===== src/rtl/lcd_cmd_ctrl.sv =====
// lcd_cmd_ctrl
//   Buffers CPU-written LCD command words in a small FIFO and sequences each
//   one onto an HD44780-style 8-bit parallel bus. Each command goes through
//   setup, enable-pulse and hold phases, then an execution wait. The wait is
//   long for clear (0x01) and home (0x02/0x03) and normal for everything else.
//
//   Optional feature: define LCD_INIT_EN to add a power-up INIT sequence. After
//   reset the block waits T_POWERUP cycles and then sends 0x38, 0x38, 0x0C,
//   0x01 and 0x06 before it serves the FIFO.
//
// Ports
//   clk_i        system clock
//   rst_i        synchronous active-high reset
//   cmd_valid_i  command write strobe
//   cmd_data_i   command word: [31] ON, [9] RS, [7:0] DATA
//   cmd_ready_o  FIFO not full
//   lcd_on_o     LCD power/backlight enable (updated on every accepted push)
//   lcd_rs_o     register select
//   lcd_rw_o     read/write select, always 0 (write-only)
//   lcd_en_o     enable strobe
//   lcd_data_o   LCD data bus
//   busy_o       sequencer active or FIFO non-empty
//   level_o      FIFO occupancy
module lcd_cmd_ctrl #(
    parameter int unsigned FIFO_DEPTH  = 4,
    parameter int unsigned T_SETUP     = 2,
    parameter int unsigned T_EN_HIGH   = 12,
    parameter int unsigned T_HOLD      = 2,
    parameter int unsigned T_EXEC      = 1850,
    parameter int unsigned T_EXEC_LONG = 76000,
    parameter int unsigned T_POWERUP   = 2000000
) (
    input  logic                          clk_i,
    input  logic                          rst_i,
    input  logic                          cmd_valid_i,
    input  logic [31:0]                   cmd_data_i,
    output logic                          cmd_ready_o,
    output logic                          lcd_on_o,
    output logic                          lcd_rs_o,
    output logic                          lcd_rw_o,
    output logic                          lcd_en_o,
    output logic [7:0]                    lcd_data_o,
    output logic                          busy_o,
    output logic [$clog2(FIFO_DEPTH):0]   level_o
);

    localparam int unsigned AW   = $clog2(FIFO_DEPTH);
    localparam int unsigned M1   = (T_SETUP > T_EN_HIGH) ? T_SETUP : T_EN_HIGH;
    localparam int unsigned M2   = (M1 > T_HOLD) ? M1 : T_HOLD;
    localparam int unsigned M3   = (M2 > T_EXEC) ? M2 : T_EXEC;
    localparam int unsigned M4   = (M3 > T_EXEC_LONG) ? M3 : T_EXEC_LONG;
    localparam int unsigned CMAX = (M4 > T_POWERUP) ? M4 : T_POWERUP;
    localparam int unsigned CW   = $clog2(CMAX + 1);

    typedef enum logic [2:0] {
        ST_IDLE,
        ST_SETUP,
        ST_PULSE,
        ST_HOLD,
        ST_WAIT
`ifdef LCD_INIT_EN
        ,
        ST_INIT
`endif
    } state_t;

    state_t          state_q, state_d;
    logic [CW-1:0]   cnt_q, cnt_d;
    logic [AW:0]     wr_ptr_q, wr_ptr_d;
    logic [AW:0]     rd_ptr_q, rd_ptr_d;
    logic [8:0]      mem_q [FIFO_DEPTH];
    logic [8:0]      mem_d [FIFO_DEPTH];
    logic            rs_q, rs_d;
    logic [7:0]      data_q, data_d;
    logic            en_q, en_d;
    logic            on_q, on_d;
`ifdef LCD_INIT_EN
    logic [2:0]      init_idx_q, init_idx_d;
    logic            in_init_q, in_init_d;
`endif

    logic            empty;
    logic            full;
    logic            pop;
    logic            push;
    logic            cnt_done;
    logic            is_long;
    logic [8:0]      head;
    logic            unused_bits;

    assign unused_bits = ^{cmd_data_i[30:10], cmd_data_i[8]};

`ifdef LCD_INIT_EN
    function automatic logic [7:0] init_cmd(input logic [2:0] idx);
        case (idx)
            3'd0:    return 8'h38;
            3'd1:    return 8'h38;
            3'd2:    return 8'h0C;
            3'd3:    return 8'h01;
            default: return 8'h06;
        endcase
    endfunction
`endif

    // The extra pointer bit separates full (MSBs differ) from empty (equal).
    assign empty    = (wr_ptr_q == rd_ptr_q);
    assign full     = (wr_ptr_q[AW] != rd_ptr_q[AW]) &&
                      (wr_ptr_q[AW-1:0] == rd_ptr_q[AW-1:0]);
    assign pop      = (state_q == ST_IDLE) && !empty;
    // A push into a full FIFO is still taken when a pop frees a slot at the same edge.
    assign push     = cmd_valid_i && (!full || pop);
    assign head     = mem_q[rd_ptr_q[AW-1:0]];
    assign cnt_done = (cnt_q <= CW'(1));
    assign is_long  = !rs_q && ((data_q == 8'h01) || (data_q[7:1] == 7'b0000001));

    always_comb begin
        state_d  = state_q;
        cnt_d    = cnt_q;
        wr_ptr_d = wr_ptr_q;
        rd_ptr_d = rd_ptr_q;
        mem_d    = mem_q;
        rs_d     = rs_q;
        data_d   = data_q;
        en_d     = en_q;
        on_d     = on_q;
`ifdef LCD_INIT_EN
        init_idx_d = init_idx_q;
        in_init_d  = in_init_q;
`endif

        if (push) begin
            mem_d[wr_ptr_q[AW-1:0]] = {cmd_data_i[9], cmd_data_i[7:0]};
            wr_ptr_d = wr_ptr_q + 1'b1;
            on_d     = cmd_data_i[31];
        end
        if (pop) begin
            rd_ptr_d = rd_ptr_q + 1'b1;
        end

        case (state_q)
            ST_IDLE: begin
                if (pop) begin
                    rs_d    = head[8];
                    data_d  = head[7:0];
                    cnt_d   = CW'(T_SETUP);
                    state_d = ST_SETUP;
                end
            end
            ST_SETUP: begin
                if (cnt_done) begin
                    en_d    = 1'b1;
                    cnt_d   = CW'(T_EN_HIGH);
                    state_d = ST_PULSE;
                end else begin
                    cnt_d = cnt_q - CW'(1);
                end
            end
            ST_PULSE: begin
                if (cnt_done) begin
                    en_d    = 1'b0;
                    cnt_d   = CW'(T_HOLD);
                    state_d = ST_HOLD;
                end else begin
                    cnt_d = cnt_q - CW'(1);
                end
            end
            ST_HOLD: begin
                if (cnt_done) begin
                    cnt_d   = is_long ? CW'(T_EXEC_LONG) : CW'(T_EXEC);
                    state_d = ST_WAIT;
                end else begin
                    cnt_d = cnt_q - CW'(1);
                end
            end
            ST_WAIT: begin
                if (cnt_done) begin
                    state_d = ST_IDLE;
`ifdef LCD_INIT_EN
                    // Between init commands, go back to INIT with a one-cycle
                    // count so that the next command loads on the following edge.
                    if (in_init_q) begin
                        if (init_idx_q == 3'd4) begin
                            in_init_d = 1'b0;
                        end else begin
                            init_idx_d = init_idx_q + 3'd1;
                            cnt_d      = CW'(1);
                            state_d    = ST_INIT;
                        end
                    end
`endif
                end else begin
                    cnt_d = cnt_q - CW'(1);
                end
            end
`ifdef LCD_INIT_EN
            ST_INIT: begin
                if (cnt_done) begin
                    rs_d    = 1'b0;
                    data_d  = init_cmd(init_idx_q);
                    cnt_d   = CW'(T_SETUP);
                    state_d = ST_SETUP;
                end else begin
                    cnt_d = cnt_q - CW'(1);
                end
            end
`endif
            default: state_d = ST_IDLE;
        endcase
    end

    always_ff @(posedge clk_i) begin
        if (rst_i) begin
            wr_ptr_q <= '0;
            rd_ptr_q <= '0;
            rs_q     <= 1'b0;
            data_q   <= '0;
            en_q     <= 1'b0;
`ifdef LCD_INIT_EN
            state_q    <= ST_INIT;
            cnt_q      <= CW'(T_POWERUP);
            on_q       <= 1'b1;
            init_idx_q <= '0;
            in_init_q  <= 1'b1;
`else
            state_q  <= ST_IDLE;
            cnt_q    <= '0;
            on_q     <= 1'b0;
`endif
        end else begin
            state_q  <= state_d;
            cnt_q    <= cnt_d;
            wr_ptr_q <= wr_ptr_d;
            rd_ptr_q <= rd_ptr_d;
            mem_q    <= mem_d;
            rs_q     <= rs_d;
            data_q   <= data_d;
            en_q     <= en_d;
            on_q     <= on_d;
`ifdef LCD_INIT_EN
            init_idx_q <= init_idx_d;
            in_init_q  <= in_init_d;
`endif
        end
    end

    assign cmd_ready_o = !full;
    assign lcd_on_o    = on_q;
    assign lcd_rs_o    = rs_q;
    assign lcd_rw_o    = 1'b0;
    assign lcd_en_o    = en_q;
    assign lcd_data_o  = data_q;
    assign busy_o      = (state_q != ST_IDLE) || !empty;
    assign level_o     = wr_ptr_q - rd_ptr_q;

endmodule


===== config.mk =====
export PLATFORM = sky130hd
export DESIGN_NAME = lcd_cmd_ctrl
export DESIGN_NICKNAME = d
export VERILOG_FILES = /design/src/rtl/lcd_cmd_ctrl.sv
export SDC_FILE = /design/constraint.sdc
export NUM_CORES = 1
export LEC_CHECK = 0
export CORE_ASPECT_RATIO = 1.1
export CORE_UTILIZATION = 51
export CTS_BUF_LIST = sky130_fd_sc_hd__clkbuf_8
export DETAILED_ROUTE_END_ITERATION = 16
export PLACE_DENSITY = 0.9
export RECOVER_POWER = 25
export SYNTH_ARGS = -nofsm -noshare
export SYNTH_HDL_FRONTEND = slang
export SYNTH_SLANG_ARGS = --single-unit

===== constraint.sdc =====
create_clock -name clk_i -period 2.45 [get_ports clk_i]
set_clock_uncertainty 0.05 [all_clocks]
set_input_delay 0.6125 -clock clk_i [delete_from_list [all_inputs] [get_ports clk_i]]
set_output_delay 0.6125 -clock clk_i [all_outputs]
set_load 0.05 [all_outputs]

# Yosys cells after proc, flatten, opt, wreduce, memory -nomap -nowiden
# Cells that the tools add are included.
[word_totals] elab_cells=80 register_bits=77
[op_classes] mux=22 add_sub_neg=4 n_eq_ne=15 n_reduce_logical=20 n_bitwise=3 magnitude_cmp=4
[ops] op="$mux W21" n=5
[ops] op="$pmux W21 S5" n=1
[ops] op="$bwmux W36" n=1
[ops] op="$mux W9" n=3
[ops] op="$le A21 B1 Y1 const B" n=1
[ops] op="$sub A21 B1 Y21 const B" n=1
[ops] op="$bmux W9 S2" n=1
[ops] op="$demux W9 S2" n=1
[ops] op="$mux W17" n=1
[ops] op="$mux W3" n=5
[ops] op="$pmux W3 S5" n=1
[ops] op="$ne A2 B2 Y1 const B" n=6
[ops] op="$eq A8 B1 Y1 const B" n=1
[ops] op="$eq A7 B1 Y1 const B" n=1
[ops] op="$add A3 B1 Y3 const B" n=2
[ops] op="$eq A3 B2 Y1 const B" n=2
[ops] op="$ge A3 B3 Y1 const B" n=2
[ops] op="$not A2 Y3" n=2
[ops] op="$reduce_and A3 Y1" n=2
[ops] op="$logic_and A1 B1 Y1" n=5
[ops] op="$reduce_and A5 Y1" n=1
[ops] op="$reduce_bool A5 Y1" n=1
[ops] op="$reduce_and A2 Y1" n=2
[ops] op="$eq A3 B1 Y1 const B" n=1
[ops] op="other kinds (14)" n=19

# Longest topological paths before layout
# Gate-level depths: netlist of the first run.
[depth] word_depth=6 depth_mapped=10 ltp_nobuf=8

# Worst setup path before layout of the first run
# Ideal clock, no wire load.
[synth_path] kind="register -> register" from="register rd_ptr_q[1]" to="register mem_q[0] (netlist name) (enable)" n_path_buf=1 path_slack_ns=-0.474 t_arrival_ns=2.487 period_less_slack_ns=2.924 setup_ns=0.387 t_required_ns=2.013 path_stages_with_launch=7 path_cell_list="dfxtp_1 clkbuf_1 inv_1 ha_1 nand3b_1 o21ai_1 nor3_1"
[synth_between] elab_chain_cells=6
[synth_rtl] item="start: declaration" line="70" text="logic [AW:0] rd_ptr_q, rd_ptr_d;"
[synth_rtl] item="start signal: assignment" line="233" text="rd_ptr_q <= rd_ptr_d;"
[synth_rtl] item="$eq A2 B2 Y1" line="108" text="(wr_ptr_q[AW-1:0] == rd_ptr_q[AW-1:0]);"
[synth_rtl] item="$logic_and A1 B1 Y1" line="107" text="assign full = (wr_ptr_q[AW] != rd_ptr_q[AW]) &&"
[synth_rtl] item="$logic_not A1 Y1"
[synth_rtl] item="net cmd_ready_o" line="37" text="output logic cmd_ready_o,"
[synth_rtl] item="$logic_or A1 B1 Y1" line="111" text="assign push = cmd_valid_i && (!full || pop);"
[synth_rtl] item="$logic_and A1 B1 Y1" line="111"
[synth_rtl] item="$reduce_and A2 Y1 (no line)"
[synth_rtl] item="end signal: assignment" line="234" text="mem_q <= mem_d;"
[synth_rtl] item="end: declaration" line="71" text="logic [8:0] mem_q [FIFO_DEPTH];"
# The timed path passes the listed nets, and every way through them passes these cells.
# A chain may end at the register's enable or synchronous reset.

# Worst setup path in the final report of the first run
[layout_path] from="register cnt_q[9]" to="register cnt_q[5]"
[layout_between] elab_chain_cells=3
[layout_rtl] item="start: declaration" line="68" text="logic [CW-1:0] cnt_q, cnt_d;"
[layout_rtl] item="start signal: assignment" line="231" text="cnt_q <= cnt_d;"
[layout_rtl] item="$le A21 B1 Y1 (*)" line="113" text="assign cnt_done = (cnt_q <= CW'(1));"
[layout_rtl] item="$mux W21 (tied with other cells)" line="168" text="if (cnt_done) begin"
[layout_rtl] item="$pmux W21 S5 / $reduce_and A3 Y1 (equally long branches)"
# Every way passes the cells marked *; elsewhere a longest branch is shown, timed or not.

==> impl_metrics.csv, run 1 <==
group,metric,value,unit
floorplanning,die_area,0.00765,mm2
synth,synth_seq_cells,77,
synth,synthCells,359,
sta,max_slew_margin,0.506,
clock_tree,clock_path_buffers,2,
clock_tree,post_cts_buffers,0,
routing,vias,3097,
setup_path,required,2.64,ns
grt,grt_max_degree,22,
clock_tree,clock_latency,0.36,ns
power_and_ir_drop,p_leak,0.00164,uW
sta,finalHoldViolations,0,
routing,drtPass1Iterations,6,
synth,yosys_warnings,0,
setup_path,path_buf_inv,1,
grt,grt-ovfl-total,0,
floorplanning,num_rows,32,
synth,syn-cell-area,0.00373,mm2
synth,synthTopCellsByArea,"edfxtp_1 (29%), dfxtp_1 (22%), mux4_2 (5.4%), nand2_1 (3.9%), a21oi_1 (3.5%)",
routing,drc,0,
routing,ant_nets,0,
finish,finalInstanceArea,0.00454,mm2
finish,n_antenna_cell,0,
power_and_ir_drop,power_density,1580,mW/mm2
synth,netlist_top_cells_count,"dfxtp_1 (41), nand2_1 (39), edfxtp_1 (36)",
placed_design,dp.cells,482,
grt,grt_pass1_vias,2976,
synth,async_reset_ff_frac,0,
job,cap_violations,0,
placed_design,place_area,0.00432,mm2
sta,worst_slack,0.0505,ns
setup_path,critical_path_arrival,2.59,ns
sta,drv_slew,0,
synth,synth_top_flop_cell,"dfxtp_1",
sta,fin_crit,2.40,ns
synth,yosysMostFrequentCell,"dfxtp_1",
routing,first_iter_violations,359,
setup_path,critPathKind,"reg -> reg",
placed_design,dpl.hpwl,6440,um
clock_tree,cts_root_buffer,"clkbuf_8",
sta,setup_viol,0,
clock_tree,htreeDepth,3,
finish,area_growth,21.7,%
setup_path,cp-start-kind,"flop",
sta,tightest_slew,0.738,ns
floorplanning,die_w,83.5,um
sta,fmax,417,MHz
clock_tree,cts_buffers,9,
setup_path,crit_chain,"or4_4 > or3_4 > nor2_4 > buf_4 > o21ai_0 > a211oi_1 > o32ai_1",
setup_path,crit_path_max_incr_delay,0.58,ns
grt,grtUsageTotal,0.240,
floorplanning,initial_core_util,0.529,
floorplanning,core-area,0.00705,mm2
routing,wl_per_cell,17.9,um
synth,postSynthAreaPerCell,10.4,um2
clock_tree,clock_sinks,77,
synth,yosys.area.top_type_share,0.290,
placed_design,place_congestion,0.902,
routing,vias_per_cell,6.22,
finish,layout.nets,453,
setup_path,cp_max_fo,7,
synth,seq_area_frac_synth,0.510,
grt,antenna_found_initial,0,
synth,synth_nets,404,
finish,drive_gt1_frac,0.194,
finish,final-instance-count-excl-fill,498,
hold_path,hp-class,"reg -> reg",
synth,yosys.area.top_type,"edfxtp_1",
status,status,"completed",
setup_path,cp-end-kind,"flop",
setup_path,cpLargestDelayFamily,"simple AND/OR/NAND/NOR gates",
placed_design,io_buffer_count,28,
clock_tree,postCtsHoldBufs,0,
setup_path,slowest_stage,"or4_4",
synth,ys_types,63,
power_and_ir_drop,p_total,7170,uW
routing,routed_wl,8940,um
clock_tree,clk_pin_slew,0.09,ns
power_and_ir_drop,ir_worst_vdd,0.00131,V
synth,synth_edf_count,36,
sta,fin_crit_sh,0.979,
grt,grt_pass1_wl,14300,um
floorplanning,die_h,91.7,um
floorplanning,ios,52,
placed_design,post-place-ws,0.0288,ns
clock_tree,tritoncts,"done",
-- per-stage QoR --
stage          hold slack [ns]  utilization  TNS (ns)
6_report                 0.424        0.644         0
5_1_grt                  0.447        0.644   -0.0101
4_1_cts                  0.426        0.641         0
3_5_place_dp             0.403        0.613         0
3_3_place_gp             0.406        0.613         0
2_1_floorplan            0.379            -         0
-- cells by family after synthesis --
logic type                 share of synthesized area
muxes                                         0.0598
other                                        0.00101
DFF                                            0.510
and+or+nand+nor                                0.173
buffers and inverters                         0.0366
xor gates and xnor gates                      0.0211
AOI/OAI and AO/OA                              0.160
adders and majority gates                     0.0383
-- area by class of cell --
type / instances / area (um2)
Timing Repair Buffer: 57 / 548
Tap cell: 85 / 106
Fill cell: 515 / 2510
Multi-Input combinational cell: 249 / 1730
Inverter: 14 / 52.6
Sequential cell: 77 / 1900
Clock inverter: 7 / 68.8
Clock buffer: 9 / 124
-- flip-flops by register name, indices dropped and copies added, names as in the netlist --
name	count
mem_q	36
cnt_q	21
lcd_data_o	8
rd_ptr_q	3
state_q	3
wr_ptr_q	3
lcd_en_o	1
lcd_on_o	1
lcd_rs_o	1
-- path summary, 6_finish.rpt --
check | start | to | slack, ns | depth (start not counted)
worst min register to register | cnt_q[14]$_SDFFE_PP0P_ | cnt_q[14]$_SDFFE_PP0P_ | 0.42 | 1
worst min-delay path | cnt_q[14]$_SDFFE_PP0P_ | cnt_q[14]$_SDFFE_PP0P_ | 0.42 | 1
worst max register to register | cnt_q[9]$_SDFFE_PP0P_ | cnt_q[5]$_SDFFE_PP0P_ | 0.05 | 7
worst max-delay path | cnt_q[9]$_SDFFE_PP0P_ | cnt_q[5]$_SDFFE_PP0P_ | 0.05 | 7
-- routing by layer --
layer  GRT usage  up-vias  share of wire
li1            -     1430              -
met3      0.0351       27          0.062
met1       0.289     1480           0.39
met4       0.106        0          0.029
met2       0.426      160           0.52
met5           0        -              0
-- placed cells by master (no fill, tap or decap), types with 3 or more instances in the layout --
cell | netlist | routed
ha_1 | 9 | 8
clkbuf_8 | 0 | 9
nor2_1 | 34 | 34
edfxtp_1 | 36 | 36
a31oi_1 | 10 | 10
dfxtp_1 | 41 | 39
nor3_1 | 10 | 9
o211ai_1 | 5 | 5
nor4_1 | 3 | 3
dlygate4sd3_1 | 0 | 9
and2_1 | 5 | 5
mux4_2 | 9 | 9
a21o_1 | 5 | 5
o31ai_1 | 6 | 6
inv_1 | 13 | 12
or3_1 | 4 | 4
o21ai_0 | 10 | 10
nand2b_1 | 3 | 3
clkdlybuf4s50_1 | 0 | 14
xor2_1 | 3 | 3
buf_12 | 0 | 5
a21oi_1 | 26 | 26
nand4b_1 | 3 | 3
buf_4 | 3 | 29
a211oi_1 | 4 | 4
nand2_1 | 39 | 39
nand3_1 | 9 | 9
xnor2_1 | 6 | 5
-- power breakdown --
part / leakage, uW / internal, uW / switching (uW)
Combinational: 0.000881 / 1760 / 2650
Clock: 0.0000911 / 392 / 535
Sequential: 0.000663 / 1610 / 228
-- timing repair --
| action | in CTS | in global routing |
|---|---|---|
| pin swaps | 1 | 1 |
| setup endpoints to repair | 2 | 14 |
| resized for setup | 3 | 6 |
Power figures use the tool's default switching activity.
==> inputs of run 2 (changes only) <==
Settings changed: CAP_MARGIN from default to 20.
==> results of run 2 <==
No change in the layout: final DEF, timing and power equal those of run 1.
